--- config.mk ---
export PLATFORM = sky130hd
export DESIGN_NAME = sync_fifo_flags_flat
export DESIGN_NICKNAME = d
export VERILOG_FILES = /design/src/rtl/sync_fifo_flags_if.sv /design/src/rtl/sync_fifo_flags.sv /design/src/flat_wrapper.sv
export SDC_FILE = /design/constraint.sdc
export NUM_CORES = 1
export LEC_CHECK = 0
export BUFFER_PORTS_ARGS = -buffer_cell sky130_fd_sc_hd__clkbuf_2
export CORE_MARGIN = 3
export CORE_UTILIZATION = 50
export DETAILED_ROUTE_END_ITERATION = 10
export PLACE_DENSITY = 0.69
export SYNTH_ARGS = -nofsm -noshare
export SYNTH_HDL_FRONTEND = slang
export SYNTH_SLANG_ARGS = --single-unit
--- constraint.sdc ---
create_clock -name i_clk -period 3.8 [get_ports i_clk]
set_clock_uncertainty 0.15 [all_clocks]
set_input_delay 0.38 -clock i_clk [delete_from_list [all_inputs] [get_ports i_clk]]
set_output_delay 0.38 -clock i_clk [all_outputs]
set_load 0.02 [all_outputs]
--- src/rtl/sync_fifo_flags_if.sv ---
// rtl/sync_fifo_flags_if.sv - producer/consumer signal bundle for sync_fifo_flags
interface sync_fifo_flags_if #(
  parameter int FIFO_DEPTH = 16,
  parameter int FIFO_WIDTH = 4
);
  localparam int CNT_W = $clog2(FIFO_DEPTH) + 1;

  logic                  i_wen;
  logic [FIFO_WIDTH-1:0] i_wdata;
  logic                  o_full;
  logic                  o_afull;
  logic                  i_ren;
  logic [FIFO_WIDTH-1:0] o_rdata;
  logic                  o_rempty;
  logic                  o_aempty;
  logic [CNT_W-1:0]      o_count;
  logic                  o_overflow;
  logic                  o_underflow;
  logic                  i_clr_err;

  // Side that drives requests and consumes status (producer/consumer logic)
  modport master (
    output i_wen, i_wdata, i_ren, i_clr_err,
    input  o_full, o_afull, o_rdata, o_rempty, o_aempty, o_count, o_overflow, o_underflow
  );

  // The FIFO itself
  modport slave (
    input  i_wen, i_wdata, i_ren, i_clr_err,
    output o_full, o_afull, o_rdata, o_rempty, o_aempty, o_count, o_overflow, o_underflow
  );
endinterface

--- src/rtl/sync_fifo_flags.sv ---
// rtl/sync_fifo_flags.sv - single-clock FIFO with count, threshold and sticky error flags
module sync_fifo_flags #(
  parameter int FIFO_DEPTH    = 16,
  parameter int FIFO_WIDTH    = 4,
  parameter int AFULL_THRESH  = 12,
  parameter int AEMPTY_THRESH = 4,
  parameter int FWFT          = 0
) (
  input  logic              i_clk,
  input  logic              i_rst_n,
  sync_fifo_flags_if.slave  bus
);
  localparam int PTR_WIDTH = $clog2(FIFO_DEPTH);
  localparam logic [PTR_WIDTH:0] DEPTH_C  = (PTR_WIDTH+1)'(FIFO_DEPTH);
  localparam logic [PTR_WIDTH:0] AFULL_C  = (PTR_WIDTH+1)'(AFULL_THRESH);
  localparam logic [PTR_WIDTH:0] AEMPTY_C = (PTR_WIDTH+1)'(AEMPTY_THRESH);
  localparam logic [PTR_WIDTH:0] ONE_C    = (PTR_WIDTH+1)'(1);

  logic [FIFO_WIDTH-1:0] mem [FIFO_DEPTH];

  logic [PTR_WIDTH:0]    wptr_q, wptr_d;
  logic [PTR_WIDTH:0]    rptr_q, rptr_d;
  logic [PTR_WIDTH:0]    count_q, count_d;
  logic [FIFO_WIDTH-1:0] rdata_q, rdata_d;
  logic                  valid_q, valid_d;
  logic                  overflow_q, overflow_d;
  logic                  underflow_q, underflow_d;

  logic full, rempty, wr_acc, rd_acc, mem_empty, load;

  // Next-state: acceptance, pointers, head/read register, occupancy and error flags
  always_comb begin
    full      = (count_q == DEPTH_C);
    rempty    = (FWFT != 0) ? ~valid_q : (count_q == '0);
    wr_acc    = bus.i_wen & ~full;
    rd_acc    = bus.i_ren & ~rempty;
    // In FWFT mode memory holds count minus the head word, so its own emptiness
    // comes from the pointers rather than from count.
    mem_empty = (wptr_q == rptr_q);
    load      = 1'b0;

    wptr_d    = wptr_q;
    rptr_d    = rptr_q;
    rdata_d   = rdata_q;
    valid_d   = valid_q;
    count_d   = count_q;

    if (wr_acc) wptr_d = wptr_q + ONE_C;

    if (FWFT != 0) begin
      // Refill the head whenever it is empty or being popped, so pops run back to back
      load = (~valid_q | rd_acc) & ~mem_empty;
      if (load) begin
        rdata_d = mem[rptr_q[PTR_WIDTH-1:0]];
        rptr_d  = rptr_q + ONE_C;
        valid_d = 1'b1;
      end else if (rd_acc) begin
        valid_d = 1'b0;
      end
    end else begin
      valid_d = 1'b0;
      if (rd_acc) begin
        rdata_d = mem[rptr_q[PTR_WIDTH-1:0]];
        rptr_d  = rptr_q + ONE_C;
      end
    end

    case ({wr_acc, rd_acc})
      2'b10:   count_d = count_q + ONE_C;
      2'b01:   count_d = count_q - ONE_C;
      default: count_d = count_q;
    endcase

    // A set event in the same cycle as a clear leaves the flag set
    overflow_d  = (bus.i_wen & full)   | (overflow_q  & ~bus.i_clr_err);
    underflow_d = (bus.i_ren & rempty) | (underflow_q & ~bus.i_clr_err);
  end

  // Control state with asynchronous reset
  always_ff @(posedge i_clk or negedge i_rst_n) begin
    if (!i_rst_n) begin
      wptr_q      <= '0;
      rptr_q      <= '0;
      count_q     <= '0;
      rdata_q     <= '0;
      valid_q     <= 1'b0;
      overflow_q  <= 1'b0;
      underflow_q <= 1'b0;
    end else begin
      wptr_q      <= wptr_d;
      rptr_q      <= rptr_d;
      count_q     <= count_d;
      rdata_q     <= rdata_d;
      valid_q     <= valid_d;
      overflow_q  <= overflow_d;
      underflow_q <= underflow_d;
    end
  end

  // Storage array, deliberately left unreset
  always_ff @(posedge i_clk) begin
    if (wr_acc) mem[wptr_q[PTR_WIDTH-1:0]] <= bus.i_wdata;
  end

  assign bus.o_full      = full;
  assign bus.o_afull     = (count_q >= AFULL_C);
  assign bus.o_aempty    = (count_q <= AEMPTY_C);
  assign bus.o_rempty    = rempty;
  assign bus.o_count     = count_q;
  assign bus.o_rdata     = rdata_q;
  assign bus.o_overflow  = overflow_q;
  assign bus.o_underflow = underflow_q;
endmodule

--- src/flat_wrapper.sv ---
// flat-port wrapper written by rule: the top's interface ports become plain ports
module sync_fifo_flags_flat 
#(
  parameter int FIFO_DEPTH    = 16,
  parameter int FIFO_WIDTH    = 4,
  parameter int AFULL_THRESH  = 12,
  parameter int AEMPTY_THRESH = 4,
  parameter int FWFT          = 0
)
  (i_clk, i_rst_n, bus_i_wen, bus_i_wdata, bus_i_ren, bus_i_clr_err, bus_o_full, bus_o_afull, bus_o_rdata, bus_o_rempty, bus_o_aempty, bus_o_count, bus_o_overflow, bus_o_underflow);
  sync_fifo_flags_if #(.FIFO_DEPTH(FIFO_DEPTH), .FIFO_WIDTH(FIFO_WIDTH)) bus_i ();
  input  logic i_clk;
  input  logic i_rst_n;
  input wire logic [$bits(bus_i.i_wen)-1:0] bus_i_wen;
  input wire logic [$bits(bus_i.i_wdata)-1:0] bus_i_wdata;
  input wire logic [$bits(bus_i.i_ren)-1:0] bus_i_ren;
  input wire logic [$bits(bus_i.i_clr_err)-1:0] bus_i_clr_err;
  output wire logic [$bits(bus_i.o_full)-1:0] bus_o_full;
  output wire logic [$bits(bus_i.o_afull)-1:0] bus_o_afull;
  output wire logic [$bits(bus_i.o_rdata)-1:0] bus_o_rdata;
  output wire logic [$bits(bus_i.o_rempty)-1:0] bus_o_rempty;
  output wire logic [$bits(bus_i.o_aempty)-1:0] bus_o_aempty;
  output wire logic [$bits(bus_i.o_count)-1:0] bus_o_count;
  output wire logic [$bits(bus_i.o_overflow)-1:0] bus_o_overflow;
  output wire logic [$bits(bus_i.o_underflow)-1:0] bus_o_underflow;
  assign bus_i.i_wen = bus_i_wen;
  assign bus_i.i_wdata = bus_i_wdata;
  assign bus_i.i_ren = bus_i_ren;
  assign bus_i.i_clr_err = bus_i_clr_err;
  assign bus_o_full = bus_i.o_full;
  assign bus_o_afull = bus_i.o_afull;
  assign bus_o_rdata = bus_i.o_rdata;
  assign bus_o_rempty = bus_i.o_rempty;
  assign bus_o_aempty = bus_i.o_aempty;
  assign bus_o_count = bus_i.o_count;
  assign bus_o_overflow = bus_i.o_overflow;
  assign bus_o_underflow = bus_i.o_underflow;
  sync_fifo_flags #(.FIFO_DEPTH(FIFO_DEPTH), .FIFO_WIDTH(FIFO_WIDTH), .AFULL_THRESH(AFULL_THRESH), .AEMPTY_THRESH(AEMPTY_THRESH), .FWFT(FWFT)) u_core (.i_clk(i_clk), .i_rst_n(i_rst_n), .bus(bus_i));
endmodule
==> metrics.md <==
| Metric | Value |
|---|---|
| Cells on Worst Hold Path | 2 |
| Worst Max-Slew Pin Slew | roughly 0.75 ns |
| Area Overhead vs Synth | 11.8% |
| Critical path startpoint category | flop |
| Origin of the worst min-delay path | bus_i_wen |
| Placeable Area | 6830 sq um |
| Final min period | approximately 3.1 ns |
| Die X | about 90 um |
| H-Tree Depth | 3 |
| Via Count | between 1,500 and 2,000 |
| Fin. max-slew vios | 0 |
| Reg-to-Reg Start | u_core.bus.o_count[1] |
| First-pass GRT wire length | 9820 um |
| Post-Route Setup TNS | 0 ns |
| Worst setup path class | flop to flop |
| CP top delay family | compound AO/OA/AOI/OAI gates |
| Maximum VDD drop | 0.303 mV |
| Worst-Skew Late Latency | roughly 0.35 ns |
| Syn Area/Cell | between 15 and 20 sq um |
| Yosys warns | 0 |
| Post-synth top cells | edfxtp_1, dfrtp_1, mux4_2, nand2_1, nor2_1 |
| Unrepaired setup endpoints after global routing | false |
| Design area | between 3000 and 4000 sq um |
| Hpwl dp | between 4000 and 5000 um |
| GR Overflow Total | 0 |
| CTS tree | done |
| Main synth FF type | edfxtp_1 |
| Pin count of the biggest net entering global routing | 20 |
| Filler cell count | 540 |
| CTS Buf Count | 9 |
| Cells after synthesis | 217 |
| Maximum clock frequency | 0.325 GHz |
| Hold Path Sink | u_core.bus.o_overflow |
| Pre-CTS setup slack | about 0.75 ns |
| Status | completed |
| Synth cell types | 42 |
| Slowest cell on crit path | or4_4 |
| First-pass DRT Iterations | 4 |
| Worst min-delay path category | primary input to flop |
| CP endpoint kind | flop |
| Total GRT Usage | 0.159 |
| Die Height | around 90 um |
| Leading area contributor after synthesis | edfxtp_1 |
| Post-Route WL | 5860 um |
| Crit-path cells | or4_4, o21ai_4, inv_4, ha_1, xor2_1, ha_1, o211a_1, o31ai_1, a31oi_1, xor2_1 |
| Clk root buf | clkbuf_8 |
| Final hold viol count | 0 |
| WP data required | around 3.9 ns |
| Worst slew margin | 0.499 |
| WL per Instance | between 15 and 20 um |
| Number of cells on the worst reg-to-reg path | 10 |
| Number of synthesized flops with an enable pin | 64 |
| Post-Synthesis Net Count | 235 |
| Pleak | between 1 and 1.5 nW |
| Async S/R FF share, synth | 0.229 |
| Rows | 30 |
| Critical path arrival | 3.15 ns |
| FF-to-FF setup slack | 0.72 ns |
| Final ANT Viol Nets | 0 |
| Final setup margin | approximately 0.72 ns |
| Fin crit share | 0.810 |
| Vias in the first global route | roughly 1,900 |
| Clock slew at reported path FFs | 0.08 ns |
| Total of max-cap violations | 0 |
| Via/cell ratio | ~5.4 |
| Top fanout value on the critical path | 10 |
| Number of synthesized register bits | 83 |
| # setup viols final | 0 |
| DRC Markers | 0 |
| Initial core utilization | 0.521 |
| Placed cell area | approximately 3700 sq um |
| Ant. Diodes | 0 |
| Clk buf depth | 2 |
| CP max stage delay | approximately 0.6 ns |
| Post-synthesis sequential area ratio | 0.673 |
| Post-CTS sizing | 0 |
| Cell Pwr Density | 737 nW/um^2 |
| End of the worst register-to-register path | u_core.bus.o_count[4] |
| I/O pin total | 24 |
| Synthesized area | ~3600 sq um |
| Initial antenna violation count | 0 |
| Synth top area share | 0.540 |
| Layout cells sized above 1 | 0.264 |
| Die area | ~8000 sq um |
| Synth top area cells | edfxtp_1, dfrtp_1, mux4_2 |
| Worst path bufs/invs | 1 |
| Most frequent cell after synthesis | edfxtp_1 |
| Buffers on Ports | 23 |
| First DRT Iteration DRCs | between 70 and 80 |
| Clock sink count | 83 |
| Power Total | roughly 2.9 mW |
| NumNets Final | around 260 |
| Final Wtd Congestion | between 0.7 and 0.8 |
==> layout make-up <==
| cell class | count | area (sq um) | share of cell area |
|---|---|---|---|
| clock buffer | 9 | 124 | 0.0311 |
| clock inverter | 7 | 105 | 0.0264 |
| inverter | 6 | 25.0 | 0.00629 |
| multi-input combinational | 116 | 1080 | 0.271 |
| sequential | 83 | 2400 | 0.602 |
| tap | 96 | 120 | 0.0302 |
| timing repair buffer | 25 | 133 | 0.0333 |
==> worst max path at each step <==
stage,slack [ns],from,to,cells past startpoint
floorplan,0.71,u_core.bus.o_count[1],u_core.bus.o_count[4],12
global placement,0.79,u_core.bus.o_count[1],u_core.bus.o_count[4],10
detailed placement,0.75,u_core.bus.o_count[1],u_core.bus.o_count[4],10
CTS,0.72,u_core.bus.o_count[1],u_core.bus.o_count[4],10
global route,0.55,u_core.bus.o_count[1],u_core.bus.o_count[4],10
finish,0.72,u_core.bus.o_count[1],u_core.bus.o_count[4],10
==> per-stage QoR <==
step                cells  hold WS, ns   util
detailed placement    325        0.208  0.548
global route          342        0.126  0.583
CTS                   342        0.104  0.583
finish                342        0.128  0.583
global placement      325        0.202  0.548
floorplan             217      -0.0656      -
==> cells by family (layout without fill, tap and decap cells) <==
logic type      count (synthesis)  after routing  synth area share
compound gates                 22             22            0.0499
flops                          83             83             0.673
fa+ha+maj                       9              9            0.0316
simple gates                   50             50            0.0696
buf+inv                        18             47            0.0242
mux                            25             25             0.127
xor+xnor                       10             10            0.0246
==> per-layer routing <==
| metal | vias to the layer above | GRT usage | wire length [um] |
|---|---|---|---|
| met2 | 51 | 0.245 | 2730 |
| li1 | 870 | - | - |
| met1 | 914 | 0.218 | 2710 |
| met4 | 0 | 0.0651 | 88 |
| met5 | - | 0 | 0 |
| met3 | 8 | 0.0425 | 324 |
==> state kept, by name (all words and copies together), names as in the netlist <==
| register | flops |
|---|---|
| u_core.wptr_q | 4 |
| u_core.bus.o_overflow | 1 |
| u_core.bus.o_count | 5 |
| u_core.bus.o_rdata | 4 |
| u_core.bus.o_underflow | 1 |
| u_core.mem | 64 |
| u_core.rptr_q | 4 |
==> report_power, final <==
group / internal, mW / switching [mW]
Clock: 0.381 / 0.336
Sequential: 1.14 / 0.232
Combinational: 0.415 / 0.430
==> placed cells by master, fill, tap and decap left out, types with 2 or more instances in the layout <==
master	Yosys	routed
o21ai_0	4	4
o221ai_1	3	3
nor2_1	16	16
and2_1	2	2
nor3_1	5	5
bufinv_16	0	2
a22o_1	2	2
mux4_2	16	16
xor2_1	4	4
nand2_1	16	16
nand2b_1	3	3
edfxtp_1	64	64
mux2i_1	8	8
dfrtp_1	19	19
xnor2_1	6	6
ha_1	9	9
inv_1	5	5
clkbuf_2	0	23
inv_6	0	3
a21oi_1	3	3
clkbuf_8	0	9
==> what timing repair did <==
| action | 4_1_cts | 5_1_grt |
|---|---|---|
| hold endpoints to repair | 19 | 0 |
| hold buffers | 1 | 0 |
| setup endpoints to repair | 0 | 0 |
| setup buffers | 0 | 0 |
Power figures use the tool's default switching activity.
